[src/rtl/bram_stream_out_if.sv]
// bram_stream_out_if: BRAM read port plus AXI-Stream master bundle for bram_stream_out
interface bram_stream_out_if #(parameter int ADDR_WIDTH = 12);
  logic [ADDR_WIDTH-1:0] rd_addra;
  logic rd_en;
  logic [7:0] rd_douta;
  logic tx_valid;
  logic tx_ready;
  logic [31:0] tx_data;
  logic [3:0] tx_keep;
  logic tx_last;
  modport master (output rd_addra, rd_en, tx_valid, tx_data, tx_keep, tx_last, input rd_douta, tx_ready);
  modport slave (input rd_addra, rd_en, tx_valid, tx_data, tx_keep, tx_last, output rd_douta, tx_ready);
endinterface

[src/rtl/bram_stream_out.sv]
// bram_stream_out: streams a BRAM byte buffer as little-endian 32-bit AXIS words; STREAM_OUT_CHECKSUM_EN adds a 16-bit sum trailer beat
module bram_stream_out #(parameter int ADDR_WIDTH = 12) (
  input  logic clk,
  input  logic reset,
  input  logic start,
  input  logic [12:0] byte_count,
  output logic busy,
  output logic done,
  bram_stream_out_if.master bus
);
  typedef enum logic [1:0] {IDLE, FILL, SEND, FINISH} state_t;
  state_t state_q;
  logic [12:0] rem_q, len_d, left_d;
  logic [2:0] k_q, cyc_q, k_start_d, k_next_d;
  logic [1:0] lane_d;
  logic [ADDR_WIDTH-1:0] rd_addra_q;
  logic rd_en_q, tx_valid_q, tx_last_q;
  logic [31:0] tx_data_q;
  logic [3:0] tx_keep_q;
`ifdef STREAM_OUT_CHECKSUM_EN
  logic [15:0] sum_q;
  logic trl_q;
`endif
  assign busy = state_q != IDLE;
  assign done = state_q == FINISH;
  assign bus.rd_addra = rd_addra_q;
  assign bus.rd_en = rd_en_q;
  assign bus.tx_valid = tx_valid_q;
  assign bus.tx_data = tx_data_q;
  assign bus.tx_keep = tx_keep_q;
  assign bus.tx_last = tx_last_q;
  // clamped request length, bytes left after the current word, chunk sizes and capture lane
  always_comb begin
    len_d = byte_count > 13'd4096 ? 13'd4096 : byte_count;
    left_d = rem_q - {10'd0, k_q};
    k_start_d = len_d > 13'd3 ? 3'd4 : len_d[2:0];
    k_next_d = left_d > 13'd3 ? 3'd4 : left_d[2:0];
    lane_d = cyc_q[1:0] - 2'd1;
  end
  // transfer FSM: read k bytes into the word register, then hold it on AXIS until accepted
  always_ff @(posedge clk) begin
    if (reset) begin
      state_q <= IDLE;
      rem_q <= '0;
      k_q <= '0;
      cyc_q <= '0;
      rd_addra_q <= '0;
      rd_en_q <= 1'b0;
      tx_valid_q <= 1'b0;
      tx_last_q <= 1'b0;
      tx_data_q <= '0;
      tx_keep_q <= '0;
`ifdef STREAM_OUT_CHECKSUM_EN
      sum_q <= '0;
      trl_q <= 1'b0;
`endif
    end else begin
      case (state_q)
        IDLE: if (start) begin
          rem_q <= len_d;
          k_q <= k_start_d;
          cyc_q <= '0;
          rd_addra_q <= '0;
          tx_data_q <= '0;
          rd_en_q <= len_d != 13'd0;
          state_q <= len_d == 13'd0 ? FINISH : FILL;
`ifdef STREAM_OUT_CHECKSUM_EN
          sum_q <= '0;
          trl_q <= 1'b0;
`endif
        end
        FILL: begin
          cyc_q <= cyc_q + 3'd1;
          rd_en_q <= cyc_q + 3'd1 < k_q;
          if (rd_en_q) rd_addra_q <= rd_addra_q + 1'b1;
          if (cyc_q != 3'd0) begin
            tx_data_q[{lane_d, 3'b000} +: 8] <= bus.rd_douta;
`ifdef STREAM_OUT_CHECKSUM_EN
            sum_q <= sum_q + {8'd0, bus.rd_douta};
`endif
          end
          if (cyc_q == k_q) begin
            state_q <= SEND;
            tx_valid_q <= 1'b1;
            tx_keep_q <= 4'b1111 >> (3'd4 - k_q);
`ifdef STREAM_OUT_CHECKSUM_EN
            tx_last_q <= 1'b0;
`else
            tx_last_q <= left_d == 13'd0;
`endif
          end
        end
        SEND: if (bus.tx_ready) begin
          tx_valid_q <= 1'b0;
          tx_last_q <= 1'b0;
          tx_keep_q <= '0;
          tx_data_q <= '0;
          rem_q <= left_d;
          if (left_d != 13'd0) begin
            state_q <= FILL;
            k_q <= k_next_d;
            cyc_q <= '0;
            rd_en_q <= 1'b1;
          end
`ifdef STREAM_OUT_CHECKSUM_EN
          else if (!trl_q) begin
            trl_q <= 1'b1;
            k_q <= '0;
            tx_valid_q <= 1'b1;
            tx_data_q <= {16'd0, sum_q};
            tx_keep_q <= 4'b1111;
            tx_last_q <= 1'b1;
          end
`endif
          else state_q <= FINISH;
        end
        FINISH: state_q <= IDLE;
        default: state_q <= IDLE;
      endcase
    end
  end
endmodule

[src/flat_wrapper.sv]
// flat-port wrapper written by rule: the top's interface ports become plain ports
module bram_stream_out_flat 
#(parameter int ADDR_WIDTH = 12)
  (clk, reset, start, byte_count, busy, done, bus_rd_addra, bus_rd_en, bus_tx_valid, bus_tx_data, bus_tx_keep, bus_tx_last, bus_rd_douta, bus_tx_ready);
  bram_stream_out_if #(.ADDR_WIDTH(ADDR_WIDTH)) bus_i ();
  input  logic clk;
  input  logic reset;
  input  logic start;
  input  logic [12:0] byte_count;
  output logic busy;
  output logic done;
  output wire logic [$bits(bus_i.rd_addra)-1:0] bus_rd_addra;
  output wire logic [$bits(bus_i.rd_en)-1:0] bus_rd_en;
  output wire logic [$bits(bus_i.tx_valid)-1:0] bus_tx_valid;
  output wire logic [$bits(bus_i.tx_data)-1:0] bus_tx_data;
  output wire logic [$bits(bus_i.tx_keep)-1:0] bus_tx_keep;
  output wire logic [$bits(bus_i.tx_last)-1:0] bus_tx_last;
  input wire logic [$bits(bus_i.rd_douta)-1:0] bus_rd_douta;
  input wire logic [$bits(bus_i.tx_ready)-1:0] bus_tx_ready;
  assign bus_rd_addra = bus_i.rd_addra;
  assign bus_rd_en = bus_i.rd_en;
  assign bus_tx_valid = bus_i.tx_valid;
  assign bus_tx_data = bus_i.tx_data;
  assign bus_tx_keep = bus_i.tx_keep;
  assign bus_tx_last = bus_i.tx_last;
  assign bus_i.rd_douta = bus_rd_douta;
  assign bus_i.tx_ready = bus_tx_ready;
  bram_stream_out #(.ADDR_WIDTH(ADDR_WIDTH)) u_core (.clk(clk), .reset(reset), .start(start), .byte_count(byte_count), .busy(busy), .done(done), .bus(bus_i));
endmodule
[config.mk]
export PLATFORM = sky130hd
export DESIGN_NAME = bram_stream_out_flat
export DESIGN_NICKNAME = d
export VERILOG_FILES = /design/src/rtl/bram_stream_out_if.sv /design/src/rtl/bram_stream_out.sv /design/src/flat_wrapper.sv
export SDC_FILE = /design/constraint.sdc
export NUM_CORES = 1
export LEC_CHECK = 0
export CAP_MARGIN = 20
export CORE_ASPECT_RATIO = 0.9
export CORE_MARGIN = 4
export CORE_UTILIZATION = 55
export DETAILED_ROUTE_END_ITERATION = 7
export GPL_TIMING_DRIVEN = 1
export HOLD_SLACK_MARGIN = 0.15
export PLACE_DENSITY = 0.85
export SLEW_MARGIN = 20
export SYNTH_ARGS = -nofsm -noshare
export SYNTH_HDL_FRONTEND = slang
export SYNTH_SLANG_ARGS = --single-unit
[constraint.sdc]
create_clock -name clk -period 9.75 [get_ports clk]
set_clock_uncertainty 0.2 [all_clocks]
set_input_delay 0.975 -clock clk [delete_from_list [all_inputs] [get_ports clk]]
set_output_delay 0.975 -clock clk [all_outputs]
set_load 0.005 [all_outputs]
== After elaboration in Yosys (flattened, before gate mapping) ==
Cells that the tools add are included.

* Input port bits: 25
* Register bits: 72
* Output and inout bits: 53

* Shift-type cells: 3
* Reductions and logical operators: 18
* Multiplexer cells: 40
* Order comparisons: 4
* Eq/ne operators: 10
* $add $sub $neg: 6

{| class="wikitable"
|+ Operators with widths
! cell !! count
|-
| 32-bit two-way mux || 3
|-
| 32-bit case mux with 3 select lines || 1
|-
| 13-bit two-way mux || 3
|-
| 32-bit bitwise mux || 1
|-
| 8-bit by 7-bit variable shift with 32-bit output (first input constant) || 1
|-
| 8-bit by 7-bit variable part select with 32-bit output || 1
|-
| 13-bit by 2-bit > comparator with 1-bit output (second input constant) || 2
|-
| 13-bit zero test || 2
|-
| 13-bit case mux with 2 select lines || 1
|-
| 13-bit nonzero test || 2
|-
| 12-bit two-way mux || 2
|-
| 3-bit two-way mux || 8
|-
| 12-bit case mux with 2 select lines || 1
|-
| 13-bit > comparator (second input constant) || 1
|-
| 13-bit by 3-bit subtractor with 13-bit output || 1
|-
| 12-bit by 1-bit adder with 12-bit output (second input constant) || 1
|-
| 3-bit AND reduction || 4
|-
| 4-bit AND reduction || 3
|-
| 2-bit two-way mux || 5
|-
| 3-bit case mux with 3 select lines || 1
|-
| 4-bit two-way mux || 2
|-
| 2-bit by 1-bit != test with 1-bit output (second input constant) || 4
|-
| 2-bit case mux with 4 select lines || 1
|-
| 4-bit case mux with 2 select lines || 1
|-
| other kinds (17) || 29
|}

== Logic depth before layout (Yosys ltp) ==
* Depth after elaboration: 6
* Mapped depth: 10
* Depth with buffers taken out: 9

== Worst setup path before layout ==
OpenSTA, ideal clock, no wires.

* Path kind: reg2reg
* Start: register u_core.k_q[0]
* End: register u_core.state_q[1]
* Cell stages (with the launch flop): 9
* Path buffers: 0
* Data required time: 9.449 ns
* Arrival: 2.790 ns
* Setup slack: 6.659 ns
* Path through: dfxtp_1 > ha_1 > fa_1 > xnor2_1 > or4_4 > or4_4 > a2111oi_4 > a311oi_1 > o41ai_1

* Word-level cells in the longest chain between the ends: 5
* Elaborated cells between the ends (all ways): 8
* Classes of those cells: add/sub: 1; eq/ne: 2; mux: 3; reduce/logical: 2

{| class="wikitable"
|+ Ends and longest elaborated chain
! what !! line !! text
|-
| start: declaration || bram_stream_out.sv:14 || <nowiki>logic [2:0] k_q, cyc_q, k_start_d, k_next_d;</nowiki>
|-
| start signal: assignment || bram_stream_out.sv:61 || <nowiki>k_q <= k_start_d;</nowiki>
|-
| start signal: assignment || bram_stream_out.sv:101 || <nowiki>k_q <= k_next_d;</nowiki>
|-
| 13-bit by 3-bit subtractor with 13-bit output || bram_stream_out.sv:35 || <nowiki>left_d = rem_q - {10'd0, k_q};</nowiki>
|-
| 13-bit nonzero test || bram_stream_out.sv:99 || <nowiki>if (left_d != 13'd0) begin</nowiki>
|-
| 2-bit two-way mux || bram_stream_out.sv:99 ||
|-
| 2-bit two-way mux || bram_stream_out.sv:93 || <nowiki>SEND: if (bus.tx_ready) begin</nowiki>
|-
| 2-bit case mux with 4 select lines || bram_stream_out.sv:58 || <nowiki>case (state_q)</nowiki>
|-
| end signal: assignment || bram_stream_out.sv:66 || <nowiki>state_q <= len_d == 13'd0 ? FINISH : FILL;</nowiki>
|-
| end: declaration || bram_stream_out.sv:12 || <nowiki>state_t state_q;</nowiki>
|}

Parallel ways exist; a longest one is shown, timed or not. The select of a mux whose other input is x is not followed.
A chain may end at the register's enable or synchronous reset.

== Worst setup path after layout ==
Ends and elaborated chain as after synthesis.

==> flow_summary.yaml <==
status:
  run_status: "complete, no violations"
timing:
  hold_viol: 0
  post-route-period-util_pct: 35.5
  fin_tns_setup_ps: 0
  finalSetupViolCount: 0
  max_freq_ghz: 0.289
  relSlewSlack_pct: 40.4
  slew_viol_final: 0
  hold_ws_ps: 255
  timing.final.crit_period_ps: 3460
  grt_setup_unrepaired: "no"
  tightest_slew_ps: 887
placement:
  gp_congestion: 0.946
  dpl_cell_area_um2: 4620
  dp.cells: 623
  place_hpwl_mm: 7.63
  io_buffer_count: 77
clock_network:
  cts_sinks: 72
  clock_latency_ps: 340
  cts_buffer_depth: 2
  clkTransAtPathRegs_ps: 80
  root_buffer: "clkbuf_8"
  cts_tree: "done"
  cts_buffers: 9
  post-cts-setup-buffers: 0
  cts-htree-levels: 3
  cts-resized-gates: 0
  postCtsHoldBufs: 0
yosys:
  avgSynthCellArea_um2: 8.06
  synthCells: 471
  syn_area_um2: 3800
  synthFlopType: "dfxtp_1"
  ys_ff_latch: 72
  yosysSeqAreaShare_pct: 38.0
  synthesis.nets: 517
  synth_warnings: 0
  synth-edff-count: 0
  async_flop_share_pct: 0
  synth.distinct_cells: 57
worst_setup_path:
  arrival_ps: 3480
  r2r_cells: 8
  reg2reg_to: "u_core.state_q[1]"
  r2r_slack_ps: 6290
  required_ps: 9780
  reg2reg_from: "u_core.k_q[0]"
  endpoint_kind: "flop"
  critPathLaunch: "u_core.k_q[0]"
  crit_path_end: "u_core.state_q[1]"
  path_class: "reg2reg"
  path_max_fanout: 5
  start_kind: "flop"
layout:
  multi_input_area_um2: 2220
  diodes: 0
  nets: 591
  nFillCells: 502
  finalInstanceArea_um2: 4880
  ff_latch_area_um2: 1440
  drive_above_1_share_pct: 4.91
  synthToLayoutAreaGrowth_pct: 28.5
  stdcell_count: 640
global_route:
  antenna_found_initial: 0
  met1_usage_pct: 38.1
  grt_pass1_wl_mm: 17.2
  grt_usage_pct: 26.4
  grt.met3_usage_pct: 6.86
  grt_pass1_vias: 3583
  grt_max_degree: 62
  grt-busiest-layer: "met1"
  use_met2_pct: 38.1
  grt_overflow: 0
power_and_ir_drop:
  power_density_nw_per_um2: 310
  worst_ir_drop_vdd_mv: 0.232
  leakage_nw: 1.78
floorplan:
  initial_core_util_pct: 57.0
  io_pins: 78
  coreArea_um2: 6660
  die_area_um2: 8300
  die_y_um: 86.8
  die_w_um: 95.6
  fp-row-count: 28
routing:
  drtAntennaViolNets: 0
  dr_total_vias: 3852
  routed_wl_mm: 10.6
  drc: 0
  via_per_inst: 6.02
  drt_iter0_drc: 338
  drt_pass1_iterations: 5
  wl_per_cell_um: 16.5
run:
  drv_cap: 0
worst_hold_path:
  holdPathStages: 2
  hold_path.class: "reg2reg"
## routing by layer
metal	up-vias	routed length, µm
met5	-	0
met1	1785	4820
met3	16	868
li1	1856	-
met4	0	165
met2	195	4720
## worst min-delay path by stage
stage                        endpoint                    from  slack [ps]
2_1_floorplan         u_core.rem_q[0]         u_core.rem_q[0]         240
3_3_place_gp   u_core.bus.tx_data[30]  u_core.bus.tx_data[30]         240
3_5_place_dp   u_core.bus.tx_data[21]  u_core.bus.tx_data[21]         240
4_1_cts        u_core.bus.tx_data[21]  u_core.bus.tx_data[21]         250
5_1_grt        u_core.bus.tx_data[20]  u_core.bus.tx_data[20]         280
6_report       u_core.bus.tx_data[11]  u_core.bus.tx_data[11]         260
## where the power goes
group / leakage (nW) / internal, mW / switching [mW]
Combinational: 1.07 / 0.311 / 0.510
Sequential: 0.585 / 0.345 / 0.0581
Clock: 0.124 / 0.177 / 0.111
## registers in the layout, summed over array words and instances (netlist names)
| name | count |
|---|---|
| u_core.cyc_q | 3 |
| u_core.bus.tx_valid | 1 |
| u_core.bus.tx_data | 32 |
| u_core.bus.rd_addra | 12 |
| u_core.bus.tx_keep | 4 |
| u_core.k_q | 3 |
| u_core.bus.tx_last | 1 |
| u_core.bus.rd_en | 1 |
| u_core.rem_q | 13 |
| u_core.state_q | 2 |
## metrics by stage
stage | power [mW] | utilization (%) | setup slack (ps)
final | 1.51 | 73.3 | 6290
after global routing | 1.62 | 73.3 | 6150
after CTS | 1.49 | 73.2 | 6280
after detailed placement | 1.20 | 69.5 | 6280
after global placement | 1.18 | 69.5 | 6410
after floorplan | 0.981 | - | 6660
## logic make-up after synthesis
family	count (synthesis)	synth area share, %
buffers and inverters	36	3.59
adder cells (fa/ha/maj)	21	7.12
multiplexers	5	1.38
flip-flops	72	38.0
XOR/XNOR	17	3.92
AO/OA/AOI/OAI	119	20.7
AND/OR/NAND/NOR	201	25.3
## cells in the mapped netlist (6+ instances only)
master / number / area share (%)
nor3_1: 14 / 1.8
nor2_1: 42 / 4.2
xnor2_1: 6 / 1.4
inv_1: 18 / 1.8
nand3_1: 43 / 5.7
a21oi_1: 45 / 5.9
o21ai_0: 13 / 1.7
ha_1: 20 / 6.6
a211oi_1: 9 / 1.8
xor2_1: 11 / 2.5
dfxtp_1: 72 / 38
clkbuf_1: 15 / 1.5
nand2_1: 59 / 5.8
## layout make-up
| class | count | area share, % |
|---|---|---|
| inverter | 19 | 1.46 |
| sequential | 72 | 29.6 |
| tap | 90 | 2.31 |
| timing repair buffer | 80 | 16.2 |
| multi-input combinational | 363 | 45.5 |
| clock inverter | 5 | 2.13 |
| clock buffer | 11 | 2.90 |
## cells in the final DEF, fill, tap and decap left out, types with 4 or more instances in the layout
cell type        instances
a211oi_1                 9
a21o_1                   4
a21oi_1                 45
a221oi_1                 4
a22oi_1                  4
and2_1                   4
clkbuf_8                10
clkdlybuf4s50_1         76
dfxtp_1                 72
ha_1                    20
inv_1                   18
nand2_1                 59
nand2b_1                 4
nand3_1                 43
nand4_1                  5
nor2_1                  42
nor2b_1                  5
nor3_1                  14
nor4_1                   5
o21a_1                   5
o21ai_0                 13
o21ai_1                  5
o41ai_1                  5
or3_1                    4
xnor2_1                  6
xor2_1                  11
## worst max-delay path, cell delays in order (launching register included)
cell	delay [ps]
dfxtp_1	360
ha_1	250
fa_1	440
xnor2_1	180
or4_4	440
or4_4	550
a2111oi_4	360
a311oi_1	170
o41ai_1	390
No activity file was read; power rests on OpenSTA's default activity.
